[src/rtl/idma_axis_buf_pkg.sv]
// Shared types and helpers for the iDMA AXI-Stream write packet buffer.
package idma_axis_buf_pkg;

  // STORE: store-and-forward, CUT: oversize packet forwarded as stored
  typedef enum logic {
    STORE = 1'b0,
    CUT   = 1'b1
  } buf_state_e;

  localparam int unsigned StatsBytesWidth = 64;
  localparam int unsigned StatsPktsWidth  = 32;
  // Widest tkeep the byte counter handles (DataWidth up to 1024 bits)
  localparam int unsigned MaxKeepWidth    = 128;

  // Number of valid bytes in a (zero-extended) tkeep mask
  function automatic logic [StatsBytesWidth-1:0] popcount_keep(input logic [MaxKeepWidth-1:0] keep);
    logic [StatsBytesWidth-1:0] cnt;
    cnt = '0;
    for (int unsigned i = 0; i < MaxKeepWidth; i++) begin
      cnt = cnt + StatsBytesWidth'(keep[i]);
    end
    return cnt;
  endfunction

endpackage

[src/rtl/idma_axis_beat_fifo.sv]
// Circular register FIFO holding {tlast, tkeep, tdata} beats.
// Pointers wrap modulo Depth (power of two); occ tracks fill level.
// Callers qualify push_i with !full_o and pop_i with !empty_o.
module idma_axis_beat_fifo
  import idma_axis_buf_pkg::*;
#(
  parameter int unsigned DataWidth = 64,
  parameter int unsigned Depth     = 16,
  parameter int unsigned KeepWidth = DataWidth / 8,
  parameter int unsigned CntWidth  = $clog2(Depth) + 1
) (
  input  logic                 clk_i,
  input  logic                 rst_i,
  input  logic                 clear_i,
  input  logic                 push_i,
  input  logic [DataWidth-1:0] wdata_i,
  input  logic [KeepWidth-1:0] wkeep_i,
  input  logic                 wlast_i,
  input  logic                 pop_i,
  output logic [DataWidth-1:0] rdata_o,
  output logic [KeepWidth-1:0] rkeep_o,
  output logic                 rlast_o,
  output logic [CntWidth-1:0]  occ_o,
  output logic                 full_o,
  output logic                 empty_o
);

  localparam int unsigned PtrWidth   = $clog2(Depth);
  localparam int unsigned EntryWidth = DataWidth + KeepWidth + 1;

  logic [EntryWidth-1:0] entry_q [Depth];
  logic [PtrWidth-1:0]   wptr_q, rptr_q;
  logic [CntWidth-1:0]   occ_q;

  for (genvar gi = 0; gi < Depth; gi++) begin : g_entry
    // Capture the incoming beat in the slot addressed by the write pointer
    always_ff @(posedge clk_i or posedge rst_i) begin
      if (rst_i) begin
        entry_q[gi] <= '0;
      end else if (push_i && !clear_i && (wptr_q == PtrWidth'(gi))) begin
        entry_q[gi] <= {wlast_i, wkeep_i, wdata_i};
      end
    end
  end

  // Pointer and occupancy bookkeeping; a flush overrides any push or pop
  always_ff @(posedge clk_i or posedge rst_i) begin
    if (rst_i) begin
      wptr_q <= '0;
      rptr_q <= '0;
      occ_q  <= '0;
    end else if (clear_i) begin
      wptr_q <= '0;
      rptr_q <= '0;
      occ_q  <= '0;
    end else begin
      if (push_i) wptr_q <= wptr_q + PtrWidth'(1);
      if (pop_i)  rptr_q <= rptr_q + PtrWidth'(1);
      if (push_i && !pop_i) begin
        occ_q <= occ_q + CntWidth'(1);
      end else if (!push_i && pop_i) begin
        occ_q <= occ_q - CntWidth'(1);
      end
    end
  end

  assign {rlast_o, rkeep_o, rdata_o} = entry_q[rptr_q];
  assign occ_o   = occ_q;
  assign full_o  = (occ_q == CntWidth'(Depth));
  assign empty_o = (occ_q == '0);

endmodule

[src/rtl/idma_axis_wr_pkt_buffer.sv]
// Store-and-forward AXI-Stream packet buffer with cut-through fallback for
// packets larger than the storage. Optional statistics outputs are enabled
// by defining IDMA_AXIS_PKT_STATS_EN.
module idma_axis_wr_pkt_buffer
  import idma_axis_buf_pkg::*;
#(
  parameter int unsigned DataWidth = 64,
  parameter int unsigned Depth     = 16,
  parameter int unsigned KeepWidth = DataWidth / 8,
  parameter int unsigned CntWidth  = $clog2(Depth) + 1
) (
  input  logic                 clk_i,
  input  logic                 rst_i,
  input  logic [DataWidth-1:0] s_tdata_i,
  input  logic [KeepWidth-1:0] s_tkeep_i,
  input  logic                 s_tlast_i,
  input  logic                 s_tvalid_i,
  output logic                 s_tready_o,
  output logic [DataWidth-1:0] m_tdata_o,
  output logic [KeepWidth-1:0] m_tkeep_o,
  output logic                 m_tlast_o,
  output logic                 m_tvalid_o,
  input  logic                 m_tready_i,
  input  logic                 clear_i,
  output logic [CntWidth-1:0]  pkt_count_o,
  output logic                 oversize_o
`ifdef IDMA_AXIS_PKT_STATS_EN
  ,
  output logic [StatsBytesWidth-1:0] stat_bytes_o,
  output logic [StatsPktsWidth-1:0]  stat_pkts_o
`endif
);

  buf_state_e          state_q, state_d;
  logic [CntWidth-1:0] pkt_cnt_q;
  logic [CntWidth-1:0] occ;
  logic                full, empty;
  logic                push, pop;

  // Ready never looks at the downstream side, so the last slot is never
  // handed to a push on the strength of a same-cycle pop.
  assign s_tready_o = !full;
  assign push       = s_tvalid_i && s_tready_o;
  assign m_tvalid_o = !empty && ((pkt_cnt_q != '0) || (state_q == CUT));
  assign pop        = m_tvalid_o && m_tready_i;

  idma_axis_beat_fifo #(
    .DataWidth (DataWidth),
    .Depth     (Depth),
    .KeepWidth (KeepWidth),
    .CntWidth  (CntWidth)
  ) u_fifo (
    .clk_i   (clk_i),
    .rst_i   (rst_i),
    .clear_i (clear_i),
    .push_i  (push),
    .wdata_i (s_tdata_i),
    .wkeep_i (s_tkeep_i),
    .wlast_i (s_tlast_i),
    .pop_i   (pop),
    .rdata_o (m_tdata_o),
    .rkeep_o (m_tkeep_o),
    .rlast_o (m_tlast_o),
    .occ_o   (occ),
    .full_o  (full),
    .empty_o (empty)
  );

  // Count complete packets held: tlast in adds one, tlast out removes one
  always_ff @(posedge clk_i or posedge rst_i) begin
    if (rst_i) begin
      pkt_cnt_q <= '0;
    end else if (clear_i) begin
      pkt_cnt_q <= '0;
    end else if ((push && s_tlast_i) && !(pop && m_tlast_o)) begin
      pkt_cnt_q <= pkt_cnt_q + CntWidth'(1);
    end else if (!(push && s_tlast_i) && (pop && m_tlast_o)) begin
      pkt_cnt_q <= pkt_cnt_q - CntWidth'(1);
    end
  end

  assign pkt_count_o = pkt_cnt_q;

  // Mode state register
  always_ff @(posedge clk_i or posedge rst_i) begin
    if (rst_i) begin
      state_q <= STORE;
    end else begin
      state_q <= state_d;
    end
  end

  // Full with no complete packet means the packet cannot fit: forward it as
  // it arrives until its tlast beat leaves
  always_comb begin
    state_d = state_q;
    if (clear_i) begin
      state_d = STORE;
    end else begin
      unique case (state_q)
        STORE: if (full && (pkt_cnt_q == '0)) state_d = CUT;
        CUT:   if (pop && m_tlast_o)          state_d = STORE;
        default: state_d = STORE;
      endcase
    end
  end

  // Oversize flag is high in the single cycle that commits the switch to CUT
  always_comb begin
    oversize_o = 1'b0;
    if (!clear_i && (state_q == STORE) && full && (pkt_cnt_q == '0)) begin
      oversize_o = 1'b1;
    end
  end

`ifdef IDMA_AXIS_PKT_STATS_EN
  logic [StatsBytesWidth-1:0] stat_bytes_q;
  logic [StatsPktsWidth-1:0]  stat_pkts_q;

  // Running byte and packet totals over delivered beats; survive a flush
  always_ff @(posedge clk_i or posedge rst_i) begin
    if (rst_i) begin
      stat_bytes_q <= '0;
      stat_pkts_q  <= '0;
    end else if (pop && !clear_i) begin
      stat_bytes_q <= stat_bytes_q + popcount_keep(MaxKeepWidth'(m_tkeep_o));
      if (m_tlast_o) stat_pkts_q <= stat_pkts_q + StatsPktsWidth'(1);
    end
  end

  assign stat_bytes_o = stat_bytes_q;
  assign stat_pkts_o  = stat_pkts_q;
`else
  // Occupancy is only consumed inside the FIFO in this build
  logic unused_occ;
  assign unused_occ = ^occ;
`endif

endmodule

[config.mk]
export PLATFORM = sky130hd
export DESIGN_NAME = idma_axis_wr_pkt_buffer
export DESIGN_NICKNAME = d
export VERILOG_FILES = /design/src/rtl/idma_axis_buf_pkg.sv /design/src/rtl/idma_axis_beat_fifo.sv /design/src/rtl/idma_axis_wr_pkt_buffer.sv
export SDC_FILE = /design/constraint.sdc
export NUM_CORES = 2
export LEC_CHECK = 0
export BUFFER_PORTS_ARGS = -buffer_cell sky130_fd_sc_hd__buf_2
export CORE_MARGIN = 2
export CORE_UTILIZATION = 35
export CTS_BUF_LIST = sky130_fd_sc_hd__clkbuf_16
export CTS_CLUSTER_SIZE = 16
export DETAILED_ROUTE_END_ITERATION = 8
export SYNTH_ARGS = -nofsm -noshare
export SYNTH_HDL_FRONTEND = slang
export SYNTH_SLANG_ARGS = --single-unit
[constraint.sdc]
create_clock -name clk_i -period 120.5 [get_ports clk_i]
set_input_delay 24.1 -clock clk_i [delete_from_list [all_inputs] [get_ports clk_i]]
set_output_delay 24.1 -clock clk_i [all_outputs]
set_load 0.02 [all_outputs]
======== Word-level counts from Yosys, hierarchy flattened ========
Index checks and enable logic that the tools add are counted.
storage, ports and cells
  register bits after elaboration ......... 1187
  input port bits ......................... 78
  output and inout port bits .............. 81
  logic and storage cells ................. 110
operators by class
  add/sub/neg operators ................... 6
  $lt $le $gt $ge ......................... 1
  equality and inequality tests ........... 16
  mux-type cells .......................... 18
  bitwise operators ....................... 2
  reductions and logical operators ........ 46
operator list
  kind                                                                   count
  73-bit binary-select mux with 4-bit select                             1
  73-bit 2-to-1 mux                                                      2
  4-bit equality test, second input constant                             8
  1-bit logical AND                                                      30
  5-bit 2-to-1 mux                                                       6
  4-bit by 3-bit equality test with 1-bit output, second input constant  4
  4-bit 2-to-1 mux                                                       4
  5-bit by 1-bit adder with 5-bit output, second input constant          2
  5-bit zero test                                                        2
  5-bit by 1-bit subtractor with 5-bit output, second input constant     2
  4-bit by 1-bit adder with 4-bit output, second input constant          2
  4-bit by 2-bit equality test with 1-bit output, second input constant  2
  1-bit zero test                                                        7
  3-bit nonzero test                                                     2
  5-bit equality test, second input constant                             1
  5-bit greater-or-equal comparator, second input constant               1
  4-bit inverter with 5-bit output                                       1
  5-bit nonzero test                                                     1
  4-bit by 1-bit equality test with 1-bit output, second input constant  1
  4-bit zero test                                                        1
  1-bit 2-to-1 mux                                                       4
  2-bit nonzero test                                                     2
  1-bit one-hot mux with 2 select lines                                  1
  1-bit logical OR                                                       1
  1-bit inverter                                                         1

======== Logic depth before layout (Yosys ltp) ========
  depth after elaboration ................. 9
  depth in mapped cells ................... 10
  mapped depth without buffers ............ 9

======== Cells and area by module ========
A second synthesis with hierarchy kept.
unflattened totals
  cells, all modules ...................... 3292
  area, all modules ....................... 53804.1 µm²
by module, submodules not included
  module                   times used  cells each  area an instance (µm²)  sequential area each (µm²)
  idma_axis_beat_fifo      1           3239        53286.1                 29553.3
  idma_axis_wr_pkt_buffer  1           53          518.0                   150.1

======== Worst setup path before layout ========
No wires, ideal clock.
  path kind ............................... input -> output
  start ................................... input clear_i
  end ..................................... output oversize_o
  arrival time ............................ 24.872 ns
  data required time ...................... 96.400 ns
  path slack .............................. 71.528 ns
  cell stages on the path ................. 2
  path buffers ............................ 1
  cell sequence ........................... clkbuf_1 nor3_1
between the ends
  word-level cells in the longest chain between the ends .. 5
ends and longest elaborated chain
  element                          line                            RTL
  from (decl)                      idma_axis_wr_pkt_buffer.sv:24   input logic clear_i,
  1-bit zero test                  idma_axis_wr_pkt_buffer.sv:111  if (!clear_i && (state_q == STORE) && full && (pkt_cnt_q == '0)) begin
  1-bit logical AND (3 in series)  idma_axis_wr_pkt_buffer.sv:111
  1-bit 2-to-1 mux                 idma_axis_wr_pkt_buffer.sv:111
  to (decl)                        idma_axis_wr_pkt_buffer.sv:26   output logic oversize_o
No other way between the ends.

======== Final worst setup path ========
Same ends and word-level chain as after synthesis.

==> results.md <==
* Avg Inst Size Synth at 17.0 um2
* First-pass GRT wire length at 200 mm
* Post-synth net total at 3213
* Post-layout nets at 3294
* Critical path arrival at 24880 ps
* YS warnings at 0
* Placed cells at 5079
* Pre-antenna DRT Iters at 5
* Post-CTS setup buffer count at 0
* # fillers at 13800
* Hold Vio Cnt, Final at 0
* Fraction of the yosys area taken by sequential cells at 55.9%
* RSZ-0062 raised after global routing: no
* Critical path type: in -> out
* Most frequent cells in the layout: dfrtp_1 (1183), mux2_2 (1087), mux4_2 (365)
* Req. time, crit path at 96400 ps
* Final worst slack at 71520 ps
* Min Tclk post-route at 48980 ps
* Share of cells above drive strength 1 at 56.5%
* Worst Min Path Start: u_fifo.entry_q[170]$_DFFE_PP0P_
* Top FF cell, synth: dfrtp_1
* WL final at 131 mm
* Mapped Area at 53100 um2
* CTS Buf Count at 137
* CTS max path bufs at 3
* Synth area leaders: dfrtp_1 (56%), mux2_2 (23%), mux4_2 (15%)
* Power Density at 18.8 nW/um2
* Asr flop ratio synth at 100%
* Via count at 28300
* WL per Instance at 24.6 um
* Status: finished, final reports clean
* IO Count at 159
* GRT Residual Overflow at 0
* Largest net degree at the start of global routing at 167
* Slew Limit Fails at 0
* MaxCap Viol Count at 0
* Layout Skew at 19.7 ps
* Final period util at 40.6%
* Worst hold-check path type: reg -> reg
* Post-Layout Cell Count at 5334
* Synthesized instance count at 3121
* Drt drc at 0
* Initial Utilization at 35.3%
* CTS tree: yes
* Gpl congestion at 0.719
* CTS clk-pin slew, worst paths at 60 ps
* FMAX at 0.0204 GHz
* Reg2Reg Launch Point: u_fifo.rptr_q[0]$_DFFE_PP0P_
* Die area at 155000 um2
* Vias in the first global route at 29900
* Worst setup SP type: input pin
* Layout area overhead at 13.1%
* Chip height at 394 um
* Row cnt at 142
* CP endpoint kind: primary output
* Number of synthesized flops with an enable pin at 0
* GRT Util Overall at 17.0%
* Area leader, netlist: dfrtp_1
* Worst slew pin tran at 1270 ps
* Pre-CTS setup slack at 71510 ps
* Worst skew pair latency at 770 ps
* Root Buffer: clkbuf_16
* Detailed Route Iter0 Violations at 1719
* Area share of the largest cell type after synthesis at 55.9%
* Synth cell types at 41
* H-tree levels at 4
* Input/output buffers at 158
* Via density at 5.30
* Hold-fix buffers, CTS at 0
* Maximum fanout along the worst path at 21
* TNS Setup at 0 ps
* Leak at 0.0278 uW
* Final setup viols at 0
* Clk sinks at 1187
* Max_slew headroom at 15.0%
* Commonest non-fill, non-tap cell in the layout: dfrtp_1
* Peak supply drop at 0.0143 mV
* Post-DP HPWL at 69.9 mm
* Setup crit start: clear_i
* Chip width at 394 um
* Post-CTS resize count at 0
* Antenna Nets Post-Route at 0
* Core ar. at 150000 um2
* Seq cells post-synth at 1187
* Initial antenna violation count at 31
[where the power goes]
part / total, uW / leakage [uW] / switching (uW) / internal [uW]
clock: 388 / 0.00218 / 166 / 223
combinational: 264 / 0.00946 / 134 / 130
sequential: 478 / 0.0161 / 28.7 / 449
[per-stage QoR]
step / util [%] / hold slack, ps / area [um2] / power (uW)
2_1_floorplan: - / 452 / 53100 / 673
3_3_place_gp: 37.2 / 462 / 55900 / 751
3_5_place_dp: 37.2 / 471 / 55900 / 755
4_1_cts: 39.9 / 483 / 60000 / 1150
5_1_grt: 39.9 / 487 / 60000 / 1190
6_report: 40.0 / 481 / 60100 / 1130
[cells in the mapped netlist (2+ instances only)]
cell,n
nor2_1,26
dfrtp_1,1187
xor2_1,5
o21ai_0,2
mux2i_1,4
nand4_1,3
mux2_2,1087
nand3_1,7
mux2_1,82
buf_2,115
nor4_1,2
mux4_2,365
nor3_1,4
xnor2_1,6
inv_1,7
a21oi_1,8
nand2_1,13
nand2b_1,3
ha_1,12
buf_1,35
a21o_1,5
clkbuf_1,123
fa_1,2
[worst paths after layout]
check                                                   to  slack, ps  depth (start not counted)
min                        u_fifo.entry_q[170]$_DFFE_PP0P_        480                          1
min in group asynchronous  u_fifo.entry_q[579]$_DFFE_PP0P_      23490                          2
max in group asynchronous  u_fifo.entry_q[686]$_DFFE_PP0P_      93080                          6
min reg2reg                u_fifo.entry_q[170]$_DFFE_PP0P_        480                          1
max                                             oversize_o      71520                          3
max reg2reg                     pkt_count_o[4]$_DFFE_PP0P_     115510                          9
[worst max-delay path, stage by stage]
cell and delay [ps]:
buf_2 240, nor3_1 320, buf_2 230
[cell type report]
class / instances / area [um2] / area share (%)
Clock inverter: 107 / 656 / 1.09
Tap cell: 2016 / 2520 / 4.20
Timing Repair Buffer: 216 / 1260 / 2.10
Multi-Input combinational cell: 1653 / 22300 / 37.2
Sequential cell: 1187 / 29700 / 49.5
Clock buffer: 140 / 3500 / 5.83
Antenna cell: 8 / 20.0 / 0.0333
Inverter: 7 / 33.8 / 0.0563
[routing by layer]
| metal | vias to the layer above | share of wire [%] | GRT usage, % |
|---|---|---|---|
| met5 | - | 0.14 | 0 |
| li1 | 11900 | - | - |
| met1 | 15600 | 48 | 24.6 |
| met4 | 30 | 2.1 | 4.54 |
| met3 | 226 | 4.6 | 4.02 |
| met2 | 473 | 45 | 25.7 |
[sequential cells by signal, indices dropped and copies added (netlist names)]
register / flops
state_q: 1
u_fifo.rptr_q: 4
pkt_count_o: 5
u_fifo.entry_q: 1168
u_fifo.wptr_q: 4
u_fifo.occ_o: 5
[kinds of logic after synthesis]
kind of cell             share of synthesized area (%)
AO/OA/AOI/OAI                                    0.339
XOR/XNOR                                         0.181
adder cells (fa/ha/maj)                          0.358
buffers and inverters                             2.27
flip-flops                                        55.9
multiplexers                                      40.3
AND/OR/NAND/NOR                                  0.573
Note: power is estimated with default switching activity, not from simulation.
